File: config.mk
export PLATFORM = sky130hd
export DESIGN_NAME = mem_arbiter
export DESIGN_NICKNAME = d
export VERILOG_FILES = /design/src/rtl/mem_arbiter.sv
export SDC_FILE = /design/constraint.sdc
export NUM_CORES = 1
export LEC_CHECK = 0
export ABC_AREA = 0
export CAP_MARGIN = 15
export CORE_MARGIN = 4
export CORE_UTILIZATION = 23
export CTS_CLUSTER_DIAMETER = 30
export CTS_CLUSTER_SIZE = 24
export DETAILED_ROUTE_END_ITERATION = 6
export SETUP_SLACK_MARGIN = 0.02
export SYNTH_ARGS = -nofsm -noshare
export SYNTH_HDL_FRONTEND = slang
export SYNTH_SLANG_ARGS = --single-unit
File: constraint.sdc
create_clock -name clk -period 3.8 [get_ports clk]
set_input_delay 0.57 -clock clk [delete_from_list [all_inputs] [get_ports clk]]
set_output_delay 0.57 -clock clk [all_outputs]
set_load 0.005 [all_outputs]
File: src/rtl/mem_arbiter.sv
// mem_arbiter: two-port (fetch/data) arbiter in front of a single-port synchronous RAM.
// Each access takes four states: IDLE/RESP (arbitrate), ACCESS (RAM enabled), CAPTURE (read data back).
// Optional macro MEM_ARB_ROUND_ROBIN_EN: round-robin arbitration on simultaneous requests;
// when undefined, data always wins over fetch.
module mem_arbiter #(
    parameter int unsigned ADDR_W = 8,
    parameter int unsigned DATA_W = 8
) (
    input  logic              clk,
    input  logic              rst_n,
    input  logic              f_req,
    input  logic [ADDR_W-1:0] f_addr,
    output logic              f_gnt,
    output logic              f_rvalid,
    output logic [DATA_W-1:0] f_rdata,
    input  logic              d_req,
    input  logic              d_we,
    input  logic [ADDR_W-1:0] d_addr,
    input  logic [DATA_W-1:0] d_wdata,
    output logic              d_gnt,
    output logic              d_done,
    output logic [DATA_W-1:0] d_rdata,
    output logic              ram_en,
    output logic [ADDR_W-1:0] ram_addr,
    output logic [DATA_W-1:0] ram_wdata,
    output logic              ram_r_w,
    input  logic [DATA_W-1:0] ram_rdata,
    output logic              busy
);

    typedef enum logic [1:0] {
        IDLE    = 2'd0,
        ACCESS  = 2'd1,
        CAPTURE = 2'd2,
        RESP    = 2'd3
    } state_t;

    state_t            state_q;
    state_t            state_d;
    logic              own_d_q;
    logic              we_q;
    logic              pick_d;
    logic              grant;
    logic              arb_ok;
    logic [ADDR_W-1:0] sel_addr;
    logic [DATA_W-1:0] sel_wdata;
    logic              sel_we;
    logic              f_rvalid_q;
    logic              d_done_q;
    logic [DATA_W-1:0] f_rdata_q;
    logic [DATA_W-1:0] d_rdata_q;
    logic              ram_en_q;
    logic [ADDR_W-1:0] ram_addr_q;
    logic [DATA_W-1:0] ram_wdata_q;
    logic              ram_r_w_q;
    logic              busy_q;
`ifdef MEM_ARB_ROUND_ROBIN_EN
    logic              last_d_q;
`endif

    // Arbitration: grants are combinational and only issued in IDLE or RESP out of reset
    always_comb begin
        arb_ok = rst_n && ((state_q == IDLE) || (state_q == RESP));
`ifdef MEM_ARB_ROUND_ROBIN_EN
        pick_d = d_req && (!f_req || !last_d_q);
`else
        pick_d = d_req;
`endif
        d_gnt     = arb_ok && pick_d;
        f_gnt     = arb_ok && f_req && !pick_d;
        grant     = f_gnt || d_gnt;
        sel_addr  = pick_d ? d_addr : f_addr;
        sel_wdata = pick_d ? d_wdata : DATA_W'(0);
        sel_we    = pick_d && d_we;
    end

    // Next-state logic: fixed three-cycle walk after a grant, RESP may chain into a new grant
    always_comb begin
        state_d = state_q;
        case (state_q)
            IDLE:    state_d = grant ? ACCESS : IDLE;
            ACCESS:  state_d = CAPTURE;
            CAPTURE: state_d = RESP;
            RESP:    state_d = grant ? ACCESS : IDLE;
            default: state_d = IDLE;
        endcase
    end

    // State, latched request, RAM drive and response registers
    always_ff @(posedge clk) begin
        if (!rst_n) begin
            state_q     <= IDLE;
            own_d_q     <= 1'b0;
            we_q        <= 1'b0;
            f_rvalid_q  <= 1'b0;
            d_done_q    <= 1'b0;
            f_rdata_q   <= '0;
            d_rdata_q   <= '0;
            ram_en_q    <= 1'b0;
            ram_addr_q  <= '0;
            ram_wdata_q <= '0;
            ram_r_w_q   <= 1'b0;
            busy_q      <= 1'b0;
`ifdef MEM_ARB_ROUND_ROBIN_EN
            last_d_q    <= 1'b0;
`endif
        end else begin
            state_q <= state_d;
            busy_q  <= (state_d != IDLE);
            if (grant) begin
                own_d_q <= d_gnt;
                we_q    <= sel_we;
`ifdef MEM_ARB_ROUND_ROBIN_EN
                last_d_q <= d_gnt;
`endif
            end
            // RAM drive lives only for the ACCESS cycle and is zero otherwise
            ram_en_q    <= grant;
            ram_addr_q  <= grant ? sel_addr : ADDR_W'(0);
            ram_wdata_q <= grant ? sel_wdata : DATA_W'(0);
            ram_r_w_q   <= grant && sel_we;
            if ((state_q == CAPTURE) && !we_q) begin
                if (own_d_q) d_rdata_q <= ram_rdata;
                else         f_rdata_q <= ram_rdata;
            end
            f_rvalid_q <= (state_q == CAPTURE) && !own_d_q;
            d_done_q   <= (state_q == CAPTURE) && own_d_q;
        end
    end

    assign f_rvalid  = f_rvalid_q;
    assign d_done    = d_done_q;
    assign f_rdata   = f_rdata_q;
    assign d_rdata   = d_rdata_q;
    assign ram_en    = ram_en_q;
    assign ram_addr  = ram_addr_q;
    assign ram_wdata = ram_wdata_q;
    assign ram_r_w   = ram_r_w_q;
    assign busy      = busy_q;

endmodule

# Word level (Yosys, flattened, before mapping)
# Index checks and enable logic that the tools add are counted.
[word_totals]
regBits = 41
wordCells = 40
[classes]
reduce_logical = 21
n_bitwise = 1
eq_ne = 3
n_mux = 3
[ops]
columns = ["op", "n"]
rows = [
  ["$logic_and 1x1->1", 9],
  ["$mux 8", 1],
  ["$pmux 2 s3", 1],
  ["$reduce_and 2->1", 3],
  ["$eq 2x2->1 const B", 2],
  ["$logic_not 1->1", 3],
  ["$reduce_and 3->1", 1],
  ["$eq 2x1->1 const B", 1],
  ["$logic_not 2->1", 1],
  ["$logic_or 1x1->1", 2],
  ["$reduce_bool 2->1", 1],
  ["$reduce_or 2->1", 1],
  ["$mux 1", 1],
  ["$not 1->1", 1],
]

# Longest topological paths before layout
# Gate-level depths: netlist of the first run.
[depth]
word_depth = 9
ltp_mapped = 6
mapped_depth_nobuf = 4

# Worst setup path before layout of the first run
# Ideal clock, no wire load.
[synth_timing]
kind = "register -> output"
startpoint = "register state_q[0]"
endpoint = "output d_gnt"
path_buffers = 2
stages_incl_launch_ff = 6
required_time_ns = 3.230
slack_ns = 2.169
arrival_time_ns = 1.061
path_cell_list = "dfxtp_1 inv_1 ha_1 buf_4 and3_4 buf_6"
[synth_via]
elab_chain_len = 4
[synth_rtl]
columns = ["element", "line_no", "source"]
rows = [
  ["from (decl)", "38", "state_t state_q;"],
  ["from (signal assigned)", "108", "state_q <= state_d;"],
  ["$eq 2x2->1 or $logic_not 2->1 (tied branches)", "63", "arb_ok = rst_n && ((state_q == IDLE) || (state_q == RESP));"],
  ["$logic_or 1x1->1 *", "63", ""],
  ["$logic_and 1x1->1 *", "63", ""],
  ["$logic_and 1x1->1 *", "69", "d_gnt = arb_ok && pick_d;"],
  ["to (decl)", "20", "output logic d_gnt,"],
]
# Every way passes the cells marked *; elsewhere a longest branch is shown, timed or not.

# Worst setup path in the final report of the first run
[layout_timing]
startpoint = "input d_req"
endpoint = "output d_gnt"
[layout_via]
elab_chain_len = 1
[layout_rtl]
columns = ["element", "line_no", "source"]
rows = [
  ["from (decl)", "16", "input logic d_req,"],
  ["$logic_and 1x1->1", "69", ""],
]
# Every way passes these cells.

==> summary.md, run 1 <==
| Metric | Value |
|---|---|
| Overall track demand over capacity in global routing | under 10% |
| Slowest-stage cell, CP | clkdlybuf4s50_1 |
| Worst skew pair latency | 0.29 ns |
| I/O pin count | 76 |
| Initial antenna violation count | 0 |
| Cell taking the most area after synthesis | dfxtp_1 |
| Fraction of layout instances using a drive strength above 1 | 6.73% |
| Int Pwr | between 0.9 and 1 mW |
| Proportion of power drawn by combinational gates | 29.8% |
| Wire length of the first global-routing pass | 5870 um |
| Largest fanout on the critical path | 21 |
| Clock sink total | between 40 and 50 |
| Proportion of power drawn by the clock network | 28.1% |
| Via count of the routed design | 1210 |
| Number of buffers added on ports | 75 |
| Post-Layout Cell Count | 300 |
| Clk pin slew, worst setup/hold paths | 0.08 ns |
| Die Width | ~89 um |
| HPWL after DPL | 2740 um |
| Sequential cell fraction of total power | 42.1% |
| Cells taking the most area after synthesis | dfxtp_1 54%, mux2i_1 11%, nand2_1 8.5% |
| Via count of the first global-routing pass | roughly 1200 |
| Most repeated cell in the gate-level netlist after synthesis | dfxtp_1 |
| Clock Skews | 0.00912 ns |
| Fmax achieved | 348 MHz |
| Worst Setup End Kind | primary output |
| Max-cap check violation count | 0 |
| Most frequent cells after synthesis | 41 x dfxtp_1, 34 x nand2_1, 16 x mux2i_1 |
| Data arrival time of the critical path | between 2 and 2.5 ns |
| Post-route ant nets | 0 |
| DRC violation count after routing | 0 |
| Classification of the worst setup path | in -> out |
| Worst R2R Setup Slack | 2.12 ns |
| Sum of overflow across all layers after global routing | 0 |
| Count of final setup violators | 0 |
| Fill cells | around 640 |
| Total routed wirelength | 3630 um |
| Detail-routed net length per standard cell | ~12 um |
| Number of antenna repair diodes | 0 |
| Area of the core | 6350 um^2 |
| Class of the most critical hold timing path | reg -> reg |
| Unrepaired setup endpoints after global routing | false |
| Vertical die dimension | 89.0 um |
| Power spent charging and discharging nets | approximately 0.34 mW |
| Post-layout minimum cycle time | 2.87 ns |
| Clock tree from TritonCTS | done |
| Number of design-rule violations left by the first detailed-router iteration | 36 |
| Largest net degree at the start of global routing | 22 |
| Status | finished clean |
| Netlist area before placement | approximately 1500 um^2 |
| Vias/cell | 4.03 |
| Power per Cell Area | 534 nW/um^2 |
| Number of clock buffers inserted by TritonCTS | 5 |
| Max rail drop VDD | 231 uV |
| Number of placement rows | 29 |
| Ratio of final minimum period to clock period | 75.6% |
| Number of synthesis warnings | 0 |
| Commonest register cell after synthesis | dfxtp_1 |
| FF/Latch Area | 821 um^2 |
| Post-synth EDFFs | 0 |
| Number of hold-slack violations in the final timing report | 0 |
| Measured slew at the worst slew-check pin | 0.877 ns |
| Fraction of the yosys area taken by sequential cells | 54.4% |
| Syn avg cell area | 10.1 um^2 |
| Slew margin rel. | 41.3% |
| Detailed-routing iteration count for the pre-antenna-repair pass | 3 |
| Hold_buf cts | 0 |
| Post-layout net count | 261 |
| Share of total power consumed by net switching | 26.4% |
| Leakage dissipation | between 0.9 and 1 nW |
| Setup repair bufs after CTS | 0 |
| Post-synthesis register bit count | 41 |
| Number of gates resized after cts | 0 |
| Post-place instance area | about 2300 um^2 |
| Crit-path cells | clkdlybuf4s50_1 -> and3_4 -> clkdlybuf4s50_1 |
| Critical Path Most Common Cell | clkdlybuf4s50_1 |
| Multi-input combinational cell area | slightly above 600 um^2 |
| CTS Root Cell | clkbuf_8 |
| Overall die area | about 7900 um^2 |
| Routability cong. | between 0.6 and 0.7 |
| Number of unique standard cell types used by synthesis | 24 |
| Post-Layout Inst Area | 2410 um^2 |
| Fraction of synthesized cell area taken by the top area cell type | 54.4% |
| Critical Path Source Type | primary input |
| Maximum clock path buffer count | 2 |
| Delay of the slowest cell on the worst path | roughly 0.85 ns |
| Number of cells produced by synthesis | around 150 |
| Post-Synthesis Net Count | 188 |
| Final Max Slew Viols | 0 |
| Layout Area Growth over Synthesis | 60.0% |
| Cell count after placement | around 290 |
| Initial core utilization | 23.8% |
| Deepest level of the CTS H-tree | 2 |
| FFs w/ async S/R, synth | 0% |
| Setup Total Neg Slack | 0 ns |
| Required arrival time at the worst endpoint | 3.23 ns |
==> cell type report <==
class | count | share of cell area [%]
well taps | 77 | 3.99
repair buffers | 76 | 31.4
inverters | 3 | 0.466
multi-input cells | 95 | 25.2
clock inverters | 2 | 1.55
clock buffers | 6 | 3.42
flip-flops and latches | 41 | 34.0
==> layer usage <==
layer / GRT usage [%] / vias to the layer above / share of wire [%]
met5: 0 / - / 0
met3: 3.13 / 4 / 6.3
li1: - / 631 / -
met2: 14.4 / 27 / 50
met4: 4.06 / 0 / 1.3
met1: 12.4 / 548 / 43
==> critical path, delay by kind of cell <==
kind,cells,cell delay (ns)
AND/OR/NAND/NOR,1,0.37
buffers and inverters,2,1.36
==> final timing paths <==
check / start / cells past startpoint / endpoint
worst min register to register: f_rdata[0]$_SDFFE_PN0P_ / 2 / f_rdata[0]$_SDFFE_PN0P_
worst max-delay path: d_req / 3 / d_gnt
worst min-delay path: f_rdata[0]$_SDFFE_PN0P_ / 2 / f_rdata[0]$_SDFFE_PN0P_
worst max register to register: state_q[0]$_SDFF_PN0_ / 4 / f_rdata[4]$_SDFFE_PN0P_
==> power by group through the flow <==
| stage | clock network, mW | logic [mW] | registers, mW |
|---|---|---|---|
| final | 0.363 | 0.384 | 0.543 |
| after global routing | 0.399 | 0.428 | 0.555 |
| after CTS | 0.378 | 0.394 | 0.544 |
| after detailed placement | 0 | 0.393 | 0.554 |
| after global placement | 0 | 0.388 | 0.552 |
| after floorplan | 0 | 0.191 | 0.557 |
==> cell families (layout without fill, tap and decap cells) <==
logic type | count (synthesis) | after routing | share of synthesized area [%]
flops | 41 | 41 | 54.4
compound gates | 15 | 15 | 6.22
mux | 16 | 16 | 10.6
simple gates | 62 | 62 | 21.8
fa+ha+maj | 2 | 2 | 1.66
buf+inv | 13 | 87 | 5.31
==> state kept, by name (all words and copies together), names as in the netlist, 2 cells and up <==
signal and flops:
state_q 2, ram_wdata 8, ram_addr 8, d_rdata 8, f_rdata 8
==> placed cells by master (no fill, tap or decap), types with 2 or more instances in the layout <==
| master | count |
|---|---|
| mux2i_1 | 16 |
| ha_1 | 2 |
| nand3b_1 | 9 |
| nand2_1 | 34 |
| inv_1 | 3 |
| a21bo_2 | 2 |
| a21oi_1 | 9 |
| clkbuf_8 | 6 |
| nor3b_2 | 2 |
| and2_1 | 9 |
| nor2_1 | 3 |
| dfxtp_1 | 41 |
| clkdlybuf4s50_1 | 75 |
==> stage by stage <==
stage                     hold slack, ns  worst slack [ns]  power [mW]  utilization [%]
after global placement             0.446             0.945       0.940             36.1
final                              0.461             0.927        1.29             38.0
after floorplan                    0.438              2.17       0.749                -
after detailed placement           0.452             0.894       0.946             36.1
after global routing               0.484             0.772        1.38             38.0
after CTS                          0.467             0.895        1.32             38.0
(Power assumes the default switching activity.)
==> run 2: changes to the inputs <==
Clock period 3.8 ns to 2.89 ns, I/O delays scaled along.
==> summary.md, run 2 (synthesis results as in run 1) <==
| Metric | Value |
|---|---|
| Clock sink total | 41 |
| Post-place instance area | 2310 um^2 |
| Final Max Slew Viols | 0 |
| Detail-routed net length per standard cell | 12.5 um |
| Max rail drop VDD | 271 uV |
| Leakage dissipation | 0.950 nW |
| Sum of overflow across all layers after global routing | 0 |
| Endpoint of the worst hold path | d_rdata[5]$_SDFFE_PN0P_ |
| Number of placement rows | 29 |
| Hold_buf cts | 0 |
| Required arrival time at the worst endpoint | 2.46 ns |
| Number of gates resized after cts | 0 |
| Number of design-rule violations left by the first detailed-router iteration | 17 |
| Largest fanout on the critical path | 10 |
| Deepest level of the CTS H-tree | 2 |
| Post-Layout Inst Area | 2410 um^2 |
| Detailed-routing iteration count for the pre-antenna-repair pass | 4 |
| Clock tree from TritonCTS | done |
| Overall track demand over capacity in global routing | 9.70% |
| Number of hold-slack violations in the final timing report | 0 |
| Via count of the routed design | about 1200 |
| Worst R2R Setup Slack | approximately 1.1 ns |
| I/O pin count | between 70 and 80 |
| Fraction of layout instances using a drive strength above 1 | 7.56% |
| Measured slew at the worst slew-check pin | 0.916 ns |
| Ratio of final minimum period to clock period | approximately 83% |
| CTS Root Cell | clkbuf_8 |
| Worst Setup End Kind | primary output |
| Number of clock buffers inserted by TritonCTS | 5 |
| Worst Hold Launch | d_rdata[5]$_SDFFE_PN0P_ |
| Most common cell after layout, fill and taps aside | clkdlybuf4s50_1 |
| Post-layout power | roughly 1.6 mW |
| Number of antenna repair diodes | 0 |
| Classification of the worst setup path | reg -> out |
| Data arrival time of the critical path | ~2.0 ns |
| HPWL after DPL | 2800 um |
| Delay of the slowest cell on the worst path | 0.52 ns |
| Slowest-stage cell, CP | clkdlybuf4s50_1 |
| Class of the most critical hold timing path | reg -> reg |
| Wire length of the first global-routing pass | just under 6000 um |
| Reg2reg path depth | 4 |
| Status | finished clean |
| Largest net degree at the start of global routing | 32 |
| Routability cong. | 0.644 |
| Area of the core | 6350 um^2 |
| Setup Total Neg Slack | 0 ns |
| Setup crit start | state_q[0]$_SDFF_PN0_ |
| Worst hold path depth | 2 |
| Number of buffers added on ports | 75 |
| Count of final setup violators | 0 |
| Setup repair bufs after CTS | 0 |
| Initial core utilization | 23.8% |
| Post-layout minimum cycle time | 2.40 ns |
| Via count of the first global-routing pass | 1240 |
| Clk pin slew, worst setup/hold paths | 0.09 ns |
| Startpoint of the most critical register-to-register path | state_q[0]$_SDFF_PN0_ |
| Critical Path Source Type | register |
| Fmax achieved | 417 MHz |
| Die Width | about 89 um |
| Post-layout net count | about 260 |
| Power per Cell Area | roughly 670 nW/um^2 |
| Capture instance of the worst register-to-register path | f_rdata[0]$_SDFFE_PN0P_ |
| Unrepaired setup endpoints after global routing | false |
| Post-route ant nets | 0 |
| Vertical die dimension | 89.0 um |
| Smallest hold slack | 0.461 ns |
| Layout Area Growth over Synthesis | 59.5% |
| DRC violation count after routing | 0 |
| Total routed wirelength | 3770 um |
| Overall die area | 7920 um^2 |
| Worst skew pair latency | approximately 0.30 ns |
| Max-cap check violation count | 0 |
| Vias/cell | 4.10 |
| Clock Skews | between 0.01 and 0.015 ns |
| Slew margin rel. | 38.6% |
| Initial antenna violation count | 0 |
| Commonest cells after routing, fill and taps aside | 75 x clkdlybuf4s50_1, 41 x dfxtp_1, 34 x nand2_1 |
| Maximum clock path buffer count | 2 |
| Crit-path cells | inv_1 -> ha_1 -> nand2_4 -> nor3b_2 -> clkdlybuf4s50_1 |
[run 2: cell count changes in the layout (fill, tap and decap cells not counted)]
cell and change:
buf_4 +2, bufinv_16 -1, clkinv_2 +1, clkinv_4 +1
clkinvlp_4 -1
[run 2: power by group]
part | total [mW] | internal (mW) | switching, mW | leakage [nW]
sequential | 0.716 | 0.670 | 0.0457 | 0.335
clock | 0.393 | 0.194 | 0.200 | 0.0512
combinational | 0.509 | 0.298 | 0.211 | 0.564
[run 2: worst max path at each step]
stage / slack (ns) / endpoint / cells past startpoint
5_1_grt: 0.35 / f_gnt / 5
4_1_cts: 0.46 / f_gnt / 5
6_report: 0.49 / f_gnt / 5
3_3_place_gp: 0.65 / f_gnt / 4
2_1_floorplan: 1.40 / d_gnt / 5
3_5_place_dp: 0.64 / f_gnt / 4
[run 2: final cells by class]
cell class                      instances  area, um^2
Multi-Input combinational cell         95         608
Clock inverter                          2        13.8
Timing Repair Buffer                   78         773
Tap cell                               77        96.3
Inverter                                3        11.3
Fill cell                             630        3940
Sequential cell                        41         821
Clock buffer                            6        82.6
[run 2: routing by layer]
metal | part of all wire [%] | up-vias | global-route usage (%)
li1 | - | 634 | -
met1 | 43 | 562 | 12.2
met2 | 49 | 35 | 14.2
met3 | 6.0 | 6 | 3.50
met4 | 1.8 | 0 | 5.55
met5 | 0 | - | 0
[run 2: per-stage QoR]
stage / utilization, % / setup WS, ns / instances
2_1_floorplan: - / 1.40 / 149
3_3_place_gp: 36.4 / 0.653 / 294
3_5_place_dp: 36.4 / 0.644 / 294
4_1_cts: 37.9 / 0.465 / 302
5_1_grt: 37.9 / 0.350 / 302
6_report: 37.9 / 0.494 / 302
[run 2: critical path: cells and delay by family (launching register included)]
| family | cells | cell delay (ns) |
|---|---|---|
| buffers and inverters | 2 | 0.57 |
| and+or+nand+nor | 2 | 0.31 |
| adders and majority gates | 1 | 0.44 |
| DFF | 1 | 0.34 |
